--- config.mk ---
export PLATFORM = sky130hd
export DESIGN_NAME = par_to_ser_tx
export DESIGN_NICKNAME = d
export VERILOG_FILES = /design/src/rtl/par_to_ser_tx.sv
export SDC_FILE = /design/constraint.sdc
export NUM_CORES = 1
export LEC_CHECK = 0
export BUFFER_PORTS_ARGS = -buffer_cell sky130_fd_sc_hd__buf_2
export CAP_MARGIN = 20
export CORE_MARGIN = 3
export CORE_UTILIZATION = 50
export CTS_BUF_LIST = sky130_fd_sc_hd__clkbuf_4 sky130_fd_sc_hd__clkbuf_8 sky130_fd_sc_hd__clkbuf_16
export CTS_CLUSTER_SIZE = 25
export DETAILED_ROUTE_END_ITERATION = 12
export PLACE_DENSITY = 0.82
export SYNTH_ARGS = -nofsm -noshare
export SYNTH_HDL_FRONTEND = slang
export SYNTH_SLANG_ARGS = --single-unit
--- constraint.sdc ---
create_clock -name clk -period 1.4 [get_ports clk]
set_input_delay 0.14 -clock clk [delete_from_list [all_inputs] [get_ports clk]]
set_output_delay 0.14 -clock clk [all_outputs]
set_load 0.005 [all_outputs]
--- src/rtl/par_to_ser_tx.sv ---
// Byte-to-serial transmitter: start bit (0), 8 data bits MSB first, stop bit (1),
// each bit held for BIT_CYCLES clocks on a registered, idle-high line.
module par_to_ser_tx #(
    parameter int BIT_CYCLES = 16
) (
    input  logic       clk,
    input  logic       reset,
    input  logic [7:0] parout,
    input  logic       load,
    output logic       serout,
    output logic       busy,
    output logic       charSent,
    output logic [1:0] state_dbg
);

    // Handshake: load is a level request taken only in IDLE (busy=0); the byte on
    // parout is captured on that edge and busy rises the next cycle. A load held
    // through the charSent cycle starts the next frame immediately.
    localparam int CW = (BIT_CYCLES > 1) ? $clog2(BIT_CYCLES) : 1;

    typedef enum logic [1:0] {IDLE, START, DATA, STOP} state_t;

    state_t      state, state_d;
    logic [CW-1:0] cnt, cnt_d;
    logic [2:0]  bit_idx, bit_idx_d;
    logic [7:0]  shreg, shreg_d;
    logic        serout_d, busy_d, char_sent_d;
    logic        bit_end;

    assign bit_end   = (cnt == CW'(BIT_CYCLES - 1));
    assign state_dbg = state;

    always_comb begin
        state_d     = state;
        cnt_d       = cnt;
        bit_idx_d   = bit_idx;
        shreg_d     = shreg;
        char_sent_d = 1'b0;
        case (state)
            IDLE: begin
                if (load) begin
                    state_d   = START;
                    shreg_d   = parout;
                    cnt_d     = '0;
                    bit_idx_d = '0;
                end
            end
            START: begin
                if (bit_end) begin
                    cnt_d   = '0;
                    state_d = DATA;
                end else begin
                    cnt_d = cnt + 1'b1;
                end
            end
            DATA: begin
                if (bit_end) begin
                    cnt_d     = '0;
                    shreg_d   = {shreg[6:0], 1'b0};
                    bit_idx_d = bit_idx + 3'd1;
                    // Leave on the last index so the 3-bit wrap never restarts DATA.
                    if (bit_idx == 3'd7) state_d = STOP;
                end else begin
                    cnt_d = cnt + 1'b1;
                end
            end
            STOP: begin
                if (bit_end) begin
                    cnt_d       = '0;
                    state_d     = IDLE;
                    char_sent_d = 1'b1;
                end else begin
                    cnt_d = cnt + 1'b1;
                end
            end
            default: state_d = IDLE;
        endcase

        // Outputs are registered from the next-state view so they line up with state.
        serout_d = 1'b1;
        if (state_d == START)     serout_d = 1'b0;
        else if (state_d == DATA) serout_d = shreg_d[7];
        busy_d = (state_d != IDLE);
    end

    always_ff @(posedge clk) begin
        if (reset) begin
            state    <= IDLE;
            cnt      <= '0;
            bit_idx  <= '0;
            shreg    <= '0;
            serout   <= 1'b1;
            busy     <= 1'b0;
            charSent <= 1'b0;
        end else begin
            state    <= state_d;
            cnt      <= cnt_d;
            bit_idx  <= bit_idx_d;
            shreg    <= shreg_d;
            serout   <= serout_d;
            busy     <= busy_d;
            charSent <= char_sent_d;
        end
    end

endmodule

==> flow_summary_export.csv, run 1 <==
group,metric,value,unit
place,port_buffers,15,
clocking,cts_max_level,1,
logic_synthesis,avgSynthCellArea,10.8,µm²
final_layout,finalNonFillerCells,152,
critical_path,path_cells,"ha_4 > buf_4 > nand4_1 > xnor2_2 > a41oi_1",
routing,vias,920,
logic_synthesis,ys_seq_area_share,36.0,%
logic_synthesis,synth-edff-count,0,
routing,firstDrtPassIters,5,
critical_path,cp.arrival,1.54,ns
logic_synthesis,synthArstFlopShare,0,%
critical_path,path_buf_inv,1,
routing,drt-initial-drc-count,16,
die,rows,16,
logic_synthesis,postSynthNetCount,117,
routing,drcViolationCount,0,
routing,avgViaCountPerCell,6.05,
critical_path,cp_slowest_stage_delay,0.41,ns
place,place_hpwl,1740,µm
sta,finalSetupTns,0,ns
sta,worstMarginPinSlew,0.512,ns
final_layout,fin_util,64.2,%
status,status,"finished, final reports clean",
clocking,clkLatencyLatePin,0.30,ns
place,place_area,1260,µm²
grt,grt_overflow,0,
die,core_area,2040,µm²
power_and_ir_drop,ir_drop,504,µV
die,start_util,54.5,%
sta,min_period_over_period,97.0,%
clocking,holdBufCountCts,0,
die,dieArea,2830,µm²
final_layout,drive_above_1_share,52.0,%
sta,finClkSkew,0.00282,ns
critical_path,critPathTopFamily,"flip-flops",
final_layout,synthToLayoutAreaGrowth,17.6,%
routing,ant_nets,0,
sta,layout_min_cycle_time,1.36,ns
min_path,holdCritPathClass,"input pin to register",
die,die_h,53.2,µm
grt,antenna_found_initial,0,
power_and_ir_drop,power,1.03,mW
critical_path,cp-end-kind,"register",
routing,wl_per_cell,16.1,µm
clocking,cts_buffer_depth,2,
logic_synthesis,yosys_warnings,0,
clocking,cts_made_buffers,3,
critical_path,cp_max_fo,5,
critical_path,crit_path_start_kind,"register",
clocking,cts_root_buf,"clkbuf_4",
routing,wl,2440,µm
logic_synthesis,syn_inst,103,
critical_path,crit_type,"register to register",
critical_path,cp.required,1.58,ns
sta,relSlewSlack,65.8,%
sta,setup_viol,0,
final_layout,insertedDiodeCount,0,
die,boundaryPins,16,
final_layout,final_common_cell,"dfxtp_1",
final_layout,postLayoutCellArea,1310,µm²
job,maxCapViolations,0,
logic_synthesis,synth_seq_cells,20,
power_and_ir_drop,p_leak,0.498,nW
grt,grt_pass1_wl,3870,µm
power_and_ir_drop,power_density,783,nW/µm²
grt,grt_pass1_vias,874,
sta,hold_viol,0,
logic_synthesis,synth_top_flop_cell,"dfxtp_1",
critical_path,crit_path_top_delay_cell,"dfxtp_1",
clocking,clk_pin_slew,0.11,ns
die,fp.dieW,53.2,µm
clocking,tritoncts,"done",
clocking,clock-sinks,20,
grt,grtUsageTotal,18.8,%
logic_synthesis,synth.distinct_cells,40,
place,placed_cells,149,
sta,fmax,736,MHz
grt,grt_max_degree,22,
final_layout,mostFrequentLayoutCells,"dfxtp_1 (17), buf_2 (15), buf_4 (14)",
place,gp_congestion,0.733,
final_layout,num-nets-final,141,
logic_synthesis,netlist_area,1110,µm²
sta,slew_viol_final,0,
## layer usage
| layer | track usage, % | share of wire [%] | up-vias |
|---|---|---|---|
| li1 | - | - | 446 |
| met1 | 20.9 | 43 | 450 |
| met2 | 34.5 | 52 | 22 |
| met3 | 5.07 | 4.3 | 2 |
| met4 | 5.11 | 0.49 | 0 |
| met5 | 0 | 0 | - |
## state kept, by name, indices dropped and copies added, names as in the netlist
signal and cells:
shreg 8, bit_idx 3, charSent 1, state_dbg 2
cnt 4, busy 1, serout 1
## final timing paths
check                                      startpoint                     to  slack, ns  depth (start not counted)
worst max register to register    cnt[1]$_SDFFE_PP0P_      serout$_SDFF_PP1_       0.04                          5
worst max-delay path              cnt[1]$_SDFFE_PP0P_      serout$_SDFF_PP1_       0.04                          5
worst min register to register  shreg[3]$_SDFFE_PP0P_  shreg[3]$_SDFFE_PP0P_       0.48                          2
worst min-delay path                        parout[0]  shreg[0]$_SDFFE_PP0P_       0.08                          3
## where the power goes
| part | total, mW | internal (mW) | switching, mW | leakage (nW) |
|---|---|---|---|---|
| Clock | 0.274 | 0.100 | 0.173 | 0.0138 |
| Sequential | 0.611 | 0.592 | 0.0194 | 0.165 |
| Combinational | 0.141 | 0.0701 | 0.0707 | 0.320 |
| Total | 1.03 | 0.762 | 0.264 | 0.498 |
## cell type report
class	count	area, µm²
clock buffers	3	22.5
fillers	167	732
inverters	1	3.75
multi-input cells	71	646
flip-flops and latches	20	404
well taps	27	33.8
repair buffers	30	200
## cells by family after synthesis
kind of cell	after synthesis	share of synthesized area, %
AO/OA/AOI/OAI	42	34.8
AND/OR/NAND/NOR	25	16.7
adder cells (fa/ha/maj)	3	3.37
flip-flops	20	36.0
buffers and inverters	12	8.31
XOR/XNOR	1	0.787
## Yosys cell counts (all sizes together) (2+ instances only)
master   n  area (µm²)
dfxtp   20         400
nor3     2        21.3
nand4    2        12.5
nor2     2        7.51
nand2    2        7.51
ha       3        37.5
nand3b   2        15.0
buf     11        88.8
a32oi    6        52.6
a41oi    2        17.5
nor2b    2        12.5
nor3b    2        26.3
a21oi   14         108
o211ai  13         148
nand3    2        15.0
## timing repair
item | CTS | global route
gates resized for setup | 2 | 6
endpoints found under the setup margin | 2 | 13
pin swaps | 0 | 1
setup buffers | 0 | 0
endpoints found under the hold margin | 0 | 0
## stage by stage
stage	worst slack, ns	hold slack (ns)
floorplan	0.0286	0.285
finish	0.0420	0.0792
CTS	0.00278	0.0790
detailed placement	-0.0131	0.407
global placement	0.0196	0.394
global route	-0.0171	0.0811
## worst register-to-register path: cells and delay by family (launching register included)
kind                       cells  cell delay [ns]
AOI/OAI and AO/OA              1             0.13
xor gates and xnor gates       1             0.23
adders and majority gates      1             0.18
buffers and inverters          1             0.13
DFF                            1             0.41
and+or+nand+nor                1             0.17
Note: power is estimated with default switching activity, not from simulation.
==> inputs of run 2 (changes only) <==
--- a/config.mk
+++ b/config.mk
@@ -7,12 +7,14 @@
 export LEC_CHECK = 0
 export BUFFER_PORTS_ARGS = -buffer_cell sky130_fd_sc_hd__buf_2
 export CAP_MARGIN = 20
+export CELL_PAD_IN_SITES_DETAIL_PLACEMENT = 2
+export CELL_PAD_IN_SITES_GLOBAL_PLACEMENT = 2
 export CORE_MARGIN = 3
-export CORE_UTILIZATION = 50
+export CORE_UTILIZATION = 32
 export CTS_BUF_LIST = sky130_fd_sc_hd__clkbuf_4 sky130_fd_sc_hd__clkbuf_8 sky130_fd_sc_hd__clkbuf_16
 export CTS_CLUSTER_SIZE = 25
 export DETAILED_ROUTE_END_ITERATION = 12
-export PLACE_DENSITY = 0.82
+export PLACE_DENSITY = 0.81
 export SYNTH_ARGS = -nofsm -noshare
 export SYNTH_HDL_FRONTEND = slang
 export SYNTH_SLANG_ARGS = --single-unit
==> run 2 against run 1 <==
Compared with the run above: non-clock buffer count stayed put; critical endpoint unchanged; cell area is 5.7% higher; die area is 49% higher; global-route usage is 2.6 points lower; first-iteration DRC count is 63% higher; sequential share of layout area is 1.6 points lower; sequential cell count stayed put; wire length is 30% higher; largest cell class unchanged.
==> flow_summary_export.csv, run 2 (synthesis results as in run 1) <==
group,metric,value,unit
place,place_hpwl,2300,µm
sta,grt_setup_unrepaired,"true",
critical_path,ff2ff_path_depth,5,
status,status,"finished, final reports clean",
die,boundaryPins,16,
grt,grt_overflow,0,
final_layout,mostFrequentLayoutCells,"dfxtp_1 (16), buf_2 (15), buf_4 (13)",
final_layout,n_fill_cell,350,
grt,grt_pass1_vias,1074,
place,gp_congestion,0.728,
die,rows,20,
min_path,holdCritPathClass,"input pin to register",
die,start_util,35.0,%
sta,finClkSkew,0.0103,ns
place,place_ws,-0.115,ns
routing,wl_per_cell,18.7,µm
final_layout,fin_util,43.6,%
critical_path,cp.arrival,1.55,ns
final_layout,synthToLayoutAreaGrowth,24.4,%
power_and_ir_drop,power_density,802,nW/µm²
final_layout,largest_reg_flops,8,
sta,worstMarginPinSlew,0.541,ns
power_and_ir_drop,power,1.11,mW
die,core_area,3180,µm²
clocking,clk_pin_slew,0.13,ns
clocking,clkLatencyLatePin,0.31,ns
final_layout,drive_above_1_share,56.3,%
routing,firstDrtPassIters,3,
clocking,cts_buffer_depth,2,
clocking,cts_max_level,1,
min_path,hold-path-cell-count,3,
final_layout,regMostFlops,"shreg",
sta,min_period_over_period,97.2,%
routing,wl,3170,µm
die,dieArea,4220,µm²
final_layout,top_regs,"shreg (8), cnt (4), bit_idx (3)",
clocking,clock-sinks,20,
routing,vias,938,
sta,hold_viol,0,
critical_path,cp-end-kind,"register",
routing,drcViolationCount,0,
sta,relSlewSlack,64.0,%
sta,fmax,735,MHz
final_layout,num-nets-final,141,
final_layout,final_common_cell,"dfxtp_1",
critical_path,crit_type,"register to register",
grt,grtUsageTotal,16.2,%
routing,drt-initial-drc-count,26,
place,port_buffers,15,
critical_path,crit_path_start_kind,"register",
critical_path,cp.required,1.59,ns
clocking,tritoncts,"done",
sta,layout_min_cycle_time,1.36,ns
sta,slew_viol_final,0,
clocking,cts_root_buf,"clkbuf_4",
critical_path,cp_max_fo,4,
clocking,cts_made_buffers,3,
final_layout,insertedDiodeCount,0,
grt,grt_max_degree,22,
die,die_h,65.0,µm
grt,antenna_found_initial,0,
sta,setup_ws,0.0388,ns
die,fp.dieW,65.0,µm
sta,setup_viol,0,
grt,grt_pass1_wl,5240,µm
routing,ant_nets,0,
power_and_ir_drop,p_leak,0.512,nW
power_and_ir_drop,ir_drop,342,µV
routing,avgViaCountPerCell,5.52,
job,maxCapViolations,0,
run 2: cell type report:
cell class              instances  area (µm²)  area share [%]
flip-flops and latches         20         405            29.3
well taps                      44        55.1            3.97
multi-input cells              71         672            48.5
repair buffers                 30         213            15.4
inverters                       1        3.75           0.271
clock buffers                   4        36.3            2.62
run 2: power by group:
group	total (mW)	leakage (nW)	switching, mW	internal (mW)
combinational	0.149	0.326	0.0789	0.0700
sequential	0.612	0.165	0.0207	0.591
clock	0.350	0.0210	0.191	0.159
total	1.11	0.512	0.291	0.820
run 2: path summary, 6_finish.rpt:
kind                           start  slack, ns                       to
min reg2reg  bit_idx[1]$_SDFFE_PP0P_       0.47  bit_idx[1]$_SDFFE_PP0P_
max reg2reg      cnt[0]$_SDFFE_PP0P_       0.04        serout$_SDFF_PP1_
max              cnt[0]$_SDFFE_PP0P_       0.04        serout$_SDFF_PP1_
min                        parout[0]       0.08    shreg[0]$_SDFFE_PP0P_
run 2: repair_timing:
item	4_1_cts	5_1_grt
pin swaps	0	1
resized for setup	9	5
endpoints found under the hold margin	0	0
setup endpoints to repair	13	13
setup buffers	1	1
hold buffers	0	0
run 2: critical path, stage by stage (launching register included):
cell     delay [ns]
dfxtp_1        0.40
ha_4           0.18
buf_4          0.13
nand4_1        0.18
xnor2_2        0.23
a41oi_2        0.13
run 2: stage by stage:
step           instances   TNS, ns  hold WS (ns)  area [µm²]
3_3_place_gp         164   -0.0244         0.396        1280
3_5_place_dp         164    -0.987         0.400        1280
5_1_grt              170   -0.0990        0.0831        1390
4_1_cts              169  -0.00157        0.0702        1340
6_report             170         0        0.0756        1390
2_1_floorplan        103         0         0.285        1110
run 2: metal layers:
layer,routed length [µm],global-route usage (%),share of wire [%]
met1,1400,18.8,44
met2,1690,30.4,53
met3,75,3.81,2.4
met4,7,2.37,0.22
met5,0,0,0
